$ cat config.mk
export PLATFORM = sky130hd
export DESIGN_NAME = imem_loader
export DESIGN_NICKNAME = d
export VERILOG_FILES = /design/src/rtl/imem_loader_pkg.sv /design/src/rtl/word_assembler.sv /design/src/rtl/imem_loader.sv
export SDC_FILE = /design/constraint.sdc
export NUM_CORES = 1
export LEC_CHECK = 0
export ABC_AREA = 1
export BUFFER_PORTS_ARGS = -buffer_cell sky130_fd_sc_hd__clkbuf_2
export CELL_PAD_IN_SITES_DETAIL_PLACEMENT = 1
export CELL_PAD_IN_SITES_GLOBAL_PLACEMENT = 1
export CORE_MARGIN = 4
export CORE_UTILIZATION = 41
export DETAILED_ROUTE_END_ITERATION = 8
export PLACE_DENSITY_LB_ADDON = 0.1
export SYNTH_ARGS = -nofsm -noshare
export SYNTH_HDL_FRONTEND = slang
export SYNTH_SLANG_ARGS = --single-unit
$ cat constraint.sdc
create_clock -name clk -period 3.9 [get_ports clk]
set_input_delay 0.585 -clock clk [delete_from_list [all_inputs] [get_ports clk]]
set_output_delay 0.585 -clock clk [all_outputs]
set_load 0.01 [all_outputs]
$ cat src/rtl/imem_loader_pkg.sv
// Shared types and constants for the instruction-memory loader.
package imem_loader_pkg;

    localparam int unsigned DEPTH_DEFAULT  = 1001;
    localparam int unsigned BYTES_PER_WORD = 4;
    localparam int unsigned LEN_W          = 10;

    typedef enum logic [1:0] {
        StIdle    = 2'd0,
        StCollect = 2'd1,
        StWrite   = 2'd2,
        StDone    = 2'd3
    } state_e;

endpackage

$ cat src/rtl/word_assembler.sv
// Shifts accepted bytes MSB-first into a 32-bit word and counts bytes within the word.
module word_assembler
    import imem_loader_pkg::*;
(
    input  logic        clk,
    input  logic        rst,
    input  logic        i_clear,
    input  logic        i_accept,
    input  logic [7:0]  i_byte,
    output logic [31:0] o_word,
    output logic        o_last
);

    localparam int unsigned CntW = $clog2(BYTES_PER_WORD);

    logic [CntW-1:0] r_count;
    logic [31:0]     r_word;

    always_ff @(posedge clk) begin
        if (rst) begin
            r_count <= '0;
            r_word  <= '0;
        end else if (i_clear) begin
            r_count <= '0;
        end else if (i_accept) begin
            r_word  <= {r_word[23:0], i_byte};
            // Wraps to zero after the final byte of each word.
            r_count <= r_count + CntW'(1);
        end
    end

    assign o_word = r_word;
    assign o_last = (r_count == CntW'(BYTES_PER_WORD - 1));

endmodule

$ cat src/rtl/imem_loader.sv
// Loads a byte stream into instruction memory as 32-bit words and holds the CPU until done.
module imem_loader
    import imem_loader_pkg::*;
#(
    parameter int unsigned DEPTH = DEPTH_DEFAULT
) (
    input  logic             clk,
    input  logic             rst,
    input  logic             start,
    input  logic [LEN_W-1:0] len,
    input  logic             byte_valid,
    input  logic [7:0]       byte_data,
    output logic             byte_ready,
    output logic             mem_we,
    output logic [31:0]      mem_addr,
    output logic [31:0]      mem_wdata,
    output logic             cpu_hold,
    output logic             busy,
    output logic             done,
    output logic             error
);

    state_e           r_state;
    state_e           w_state_next;
    logic [LEN_W-1:0] r_len;
    logic [31:0]      r_addr;
    logic             r_error;

    logic        w_start_ok;
    logic        w_len_zero;
    logic        w_len_too_big;
    logic        w_load;
    logic        w_accept;
    logic        w_last_byte;
    logic        w_last_word;
    logic [31:0] w_word;

    assign w_start_ok    = start && ((r_state == StIdle) || (r_state == StDone));
    assign w_len_zero    = (len == '0);
    assign w_len_too_big = (32'(len) > DEPTH);
    assign w_load        = w_start_ok && !w_len_zero && !w_len_too_big;
    assign w_accept      = byte_valid && (r_state == StCollect);
    assign w_last_word   = ((r_addr + 32'd1) == 32'(r_len));

    word_assembler u_word_assembler (
        .clk      (clk),
        .rst      (rst),
        .i_clear  (w_load),
        .i_accept (w_accept),
        .i_byte   (byte_data),
        .o_word   (w_word),
        .o_last   (w_last_byte)
    );

    always_comb begin
        w_state_next = r_state;
        unique case (r_state)
            StIdle, StDone: begin
                if (w_start_ok && w_len_zero) begin
                    w_state_next = StDone;
                end else if (w_load) begin
                    w_state_next = StCollect;
                end
            end
            StCollect: begin
                if (w_accept && w_last_byte) begin
                    w_state_next = StWrite;
                end
            end
            StWrite: begin
                w_state_next = w_last_word ? StDone : StCollect;
            end
            default: w_state_next = StIdle;
        endcase
    end

    always_ff @(posedge clk) begin
        if (rst) begin
            r_state <= StIdle;
            r_len   <= '0;
            r_addr  <= '0;
            r_error <= 1'b0;
        end else begin
            r_state <= w_state_next;
            if (w_start_ok) begin
                // An oversized request only flags; it must not disturb a finished program.
                if (w_len_too_big) begin
                    r_error <= 1'b1;
                end else begin
                    r_error <= 1'b0;
                    r_len   <= len;
                    r_addr  <= '0;
                end
            end else if (r_state == StWrite) begin
                r_addr <= r_addr + 32'd1;
            end
        end
    end

    assign byte_ready = (r_state == StCollect);
    assign mem_we     = (r_state == StWrite);
    assign mem_addr   = r_addr;
    assign mem_wdata  = w_word;
    assign cpu_hold   = (r_state != StDone);
    assign busy       = (r_state == StCollect) || (r_state == StWrite);
    assign done       = (r_state == StDone);
    assign error      = r_error;

endmodule

Yosys cells after proc, flatten, opt, wreduce, memory -nomap -nowiden
Index checks and enable logic that the tools add are counted.
{ "classes": {"n_div": 0, "shift": 0, "bitwise": 2, "mux": 9, "mul": 0, "order_cmp": 1, "add_sub_neg": 2, "n_eq_ne": 9, "n_reduce_logical": 19} }
{ "ops": {"columns": ["operator", "count"], "rows": [
  ["$mux W32", 3],
  ["$add A32 B1 Y32 const B", 1],
  ["$eq A32 B10 Y1", 1],
  ["$gt A10 B10 Y1 const B", 1],
  ["$logic_not A10 Y1", 1],
  ["$mux W2", 4],
  ["$reduce_and A2 Y1", 4],
  ["$eq A2 B2 Y1 const B", 3],
  ["$logic_and A1 B1 Y1", 6],
  ["$pmux W2 S3", 1],
  ["$ne A2 B2 Y1 const B", 2],
  ["$reduce_or A2 Y1", 2],
  ["$ne A3 B2 Y1 const B", 1],
  ["$add A2 B1 Y2 const B", 1],
  ["$eq A2 B1 Y1 const B", 1],
  ["$logic_not A1 Y1", 2],
  ["$logic_not A2 Y1", 1],
  ["$logic_or A1 B1 Y1", 2],
  ["$ne A2 B1 Y1 const B", 1],
  ["$not A1 Y1", 2],
  ["$reduce_bool A2 Y1", 1],
  ["$mux W1", 1]
]} }
{ "totals": {"ram_bits": 0, "ff_bits": 79, "output_inout_bits": 70, "wordCells": 48, "memories": 0, "inputBits": 22, "romBits": 0, "latchBits": 0} }

Depth between registers and ports, before layout
{ "depth": {"depth_word": 8, "depth_mapped": 16} }

Modules after synthesis
A second synthesis with hierarchy kept.
{ "unflattened": {"cells_unflattened": 750, "area_unflattened_um2": 4533.1} }
{ "by_module_without_submodules": {"columns": ["module", "cells_per_inst", "area_each_um2", "n_inst", "seq_area_each_um2"], "rows": [
  ["imem_loader", 532, 3065.4, 1, 900.9],
  ["word_assembler", 218, 1467.7, 1, 680.7]
]} }

Worst setup path after synthesis
No wires, ideal clock.
{ "synth_path": {"kind": "register to register", "from": "register r_state[0]", "to": "register u_word_assembler.r_word[11], in the netlist u_word_assembler.o_word[11]", "required_time_ns": 3.784, "path_slack_ns": 1.954, "t_arrival_ns": 1.830, "setup_time_ns": 0.116, "n_path_buf": 1, "path_stages_with_launch": 12, "synth_period_minus_slack_ns": 1.946, "path_cell_list": "dfxtp_1 -> inv_1 -> ha_1 -> nand2_1 -> inv_1 -> nand2_2 -> or2_2 -> nand2_1 -> inv_1 -> clkbuf_1 -> nor2_1 -> nor2_1"} }
{ "synth_between": {"elab_chain_cells": 7, "elab_cells_between_ends": 10} }
{ "synth_rtl": {"columns": ["element", "line_no", "rtl"], "rows": [
  ["from (decl)", "imem_loader.sv:23", "state_e r_state;"],
  ["from (signal assigned)", "imem_loader.sv:79", "r_state <= StIdle;"],
  ["from (signal assigned)", "imem_loader.sv:84", "r_state <= w_state_next;"],
  ["$eq A2 B2 Y1 / $logic_not A2 Y1 (equally long branches)", "imem_loader.sv:38", "assign w_start_ok = start && ((r_state == StIdle) || (r_state == StDone));"],
  ["$logic_or A1 B1 Y1", "imem_loader.sv:38", null],
  ["$logic_and A1 B1 Y1", "imem_loader.sv:38", null],
  ["$logic_and A1 B1 Y1 (2 in series)", "imem_loader.sv:41", "assign w_load = w_start_ok && !w_len_zero && !w_len_too_big;"],
  ["$not A1 Y1 (no line)", null, null],
  ["$reduce_and A2 Y1 (no line) (*)", null, null],
  ["to (signal assigned)", "word_assembler.sv:26", "r_word <= {r_word[23:0], i_byte};"],
  ["to (decl)", "word_assembler.sv:17", "logic [31:0] r_word;"]
]} }
Mark *: on every way between the ends. The rest lies on a longest branch, timed or not.
A chain may end at the register's enable or synchronous reset.

Worst setup path in the final report
Ends and elaborated chain as after synthesis.

==> results.py <==
metrics = {
    "critical_path": {
        "endpoint": "u_word_assembler.o_word[11]",
        "critPathLaunchType": "flop",
        "critPathKind": "flop to flop",
        "path_depth": 11,
        "critPathArrivalTime_ps": 3150,
        "path_cells": "inv_1, ha_1, nand2_1, inv_1, nand2_2, or2_2, nand2_1, buf_4, inv_1, nor2_1, nor2_1",
        "critPathCaptureType": "flop",
        "rrSetupSlack_ps": 1010,
        "r2r-end": "u_word_assembler.o_word[11]",
        "r2r_cells": 11,
        "worstReg2RegStart": "r_state[0]",
        "required_ps": 4160,
        "cp_common_cell": "inv_1",
        "path_buf_inv": 4,
        "critPathSlowestCell": "inv_1",
        "critPathTopFamily": "simple AND/OR/NAND/NOR gates",
        "crit_fanout": 33,
        "critPathLaunch": "r_state[0]",
        "critPathMaxStageDelay_ps": 460,
    },
    "yosys": {
        "synth.yosys.seq_area_share_pct": 37.45,
        "yosys_warnings": 0,
        "yosys.area.top_type": "dfxtp_1",
        "synth_edf_count": 0,
        "ys_async_sr_fraction_pct": 0,
        "synth_top_area_share_pct": 37.45,
        "syn-cell-area_um2": 4223,
        "syn_nets": 684,
        "synth_cell_types": 29,
        "syn_area_per_cell_um2": 6.437,
        "synth_top_flop_cell": "dfxtp_1",
        "synthCells": 656,
        "synth_seq_cells": 79,
        "synth_area_leaders": "dfxtp_1, nand2_1, nor2_1, o21ai_0, a21oi_1",
    },
    "power": {
        "p_leak_nw": 2.141,
        "vdd_drop_max_uv": 263.0,
        "power_density_nw_per_um2": 476.2,
    },
    "timing": {
        "fmax_mhz": 346.5,
        "tightest_slew_ps": 935.6,
        "min_period_over_period_pct": 74.00,
        "drv_slew": 0,
        "tns_ps": 0,
        "slew_headroom_pct": 37.56,
        "rsz0062_at_grt": "no",
        "finalHoldViolCount": 0,
        "setup_viol": 0,
        "period_needed_ps": 2886,
        "finClkSkew_ps": 11.98,
    },
    "final_layout": {
        "nNetsFinal": 770,
        "fillers": 1403,
        "area_growth_pct": 18.79,
        "final_util_pct": 50.62,
        "n_antenna_cell": 0,
        "multi_input_area_um2": 2371,
        "final_cell_mix": "nand2_1, nor2_1, clkbuf_2",
        "seqCellArea_um2": 1582,
        "drive_gt1_share_pct": 18.88,
        "layout_commonest_cell": "nand2_1",
    },
    "global_route": {
        "gr-total-overflow": 0,
        "grt_max_degree": 34,
        "grt.total_usage_pct": 23.69,
        "grt_first_pass_wirelength_um": 22090,
        "grt_pass1_vias": 4545,
        "antenna_found_initial": 0,
    },
    "detailed_routing": {
        "drc": 0,
        "drtPass1Iterations": 4,
        "viasPerCell": 5.100,
        "dr_total_vias": 4488,
        "wl_per_cell_um": 15.32,
        "ant_nets": 0,
        "drtIter0Drc": 180,
        "wl_um": 13480,
    },
    "cts": {
        "cts_tree": "yes",
        "ctsResizeCount": 0,
        "clockBufferDepth": 2,
        "root_buffer": "clkbuf_8",
        "hold_buffers": 0,
        "clock_sinks": 79,
        "post_cts_buffers": 0,
        "ctsHtreeMaxLevel": 3,
        "clk_transition_reported_paths_ps": 100,
        "cts_made_buffers": 9,
        "insertion_delay_ps": 370,
    },
    "hold_path": {
        "hold_path.class": "input pin to flop",
        "holdCritStartpoint": "byte_data[1]",
    },
    "place": {
        "dpl.hpwl_um": 10210,
        "gp_congestion": 0.8838,
        "io_buffer_count": 91,
    },
    "die": {
        "die_w_um": 109.5,
        "placement_rows": 36,
        "die_h_um": 109.5,
        "dieArea_um2": 11990,
        "core_region_area_um2": 9910,
        "initial_core_util_pct": 42.61,
        "num_io_pins": 92,
    },
    "run": {
        "maxCapViolations": 0,
    },
    "status": {
        "outcome": "completed",
    },
}
-- power by group --
group          switching (W)  internal [W]  total, W
Sequential         0.0000929      0.000932   0.00102
Combinational       0.000452      0.000237  0.000690
Clock               0.000351      0.000324  0.000674
-- worst reg2reg max path, cell delays in order (launching register included) --
cell and delay [ps]:
dfxtp_1 420, inv_1 90, ha_1 330, nand2_1 80, inv_1 140, nand2_2 210
or2_2 380, nand2_1 70, buf_4 270, inv_1 460, nor2_1 260, nor2_1 80
-- Yosys cell counts, types with 7 or more instances --
cell type    n
nand3b_1     7
dfxtp_1     79
nand2_2      7
clkbuf_1    15
nand4_1      7
o21ai_0     47
a21oi_1     43
inv_1       50
nand2_1    185
nor2_1     128
xor2_1       8
nand3_1     38
-- metrics by stage --
stage / area (um2) / worst slack (ps) / power, W / hold slack [ps] / instances
after global placement: 4803 / 1132 / 0.001704 / 449.2 / 864
after CTS: 5016 / 963.3 / 0.002414 / 458.3 / 880
after detailed placement: 4803 / 971.1 / 0.001740 / 477.0 / 864
after global routing: 5016 / 673.9 / 0.002554 / 485.3 / 880
after floorplan: 4223 / 1954 / 0.001470 / 435.6 / 656
final: 5016 / 1014 / 0.002389 / 466.8 / 880
-- flip-flops by register name, indices dropped and copies added (netlist names) --
register                  flops
error                         1
mem_addr                     32
r_len                        10
r_state                       2
u_word_assembler.o_word      32
u_word_assembler.r_count      2
-- metal layers --
layer	GRT usage (%)	vias to the layer above	wire, um
met2	42.07	81	6778
met1	28.27	2145	5857
met4	7.035	0	161
met5	0	-	0
li1	-	2250	-
met3	5.637	12	681
-- how the worst min path moves through the flow --
stage,slack (ps),cells past startpoint,end
6_report,470,3,u_word_assembler.o_word[1]
5_1_grt,490,3,u_word_assembler.o_word[4]
4_1_cts,460,3,u_word_assembler.o_word[2]
3_5_place_dp,480,2,u_word_assembler.o_word[29]
3_3_place_gp,450,2,u_word_assembler.r_count[1]
2_1_floorplan,440,2,r_len[4]
-- area by class of cell --
type / count / area share, %
multi-input combinational: 505 / 47.27
sequential: 79 / 31.53
timing repair buffer: 96 / 9.828
inverter: 51 / 3.816
tap: 133 / 3.318
clock buffer: 10 / 2.744
clock inverter: 6 / 1.497
-- cells by family (layout without fill, tap and decap cells) --
group                      Yosys count  in the layout  share of synthesized area, %
adders and majority gates            6              6                         1.778
buffers and inverters               72            163                         6.518
DFF                                 79             79                         37.45
and+or+nand+nor                    394            394                         40.30
AOI/OAI and AO/OA                   95             95                         11.56
xor gates and xnor gates            10             10                         2.400
Power figures use the tool's default switching activity.
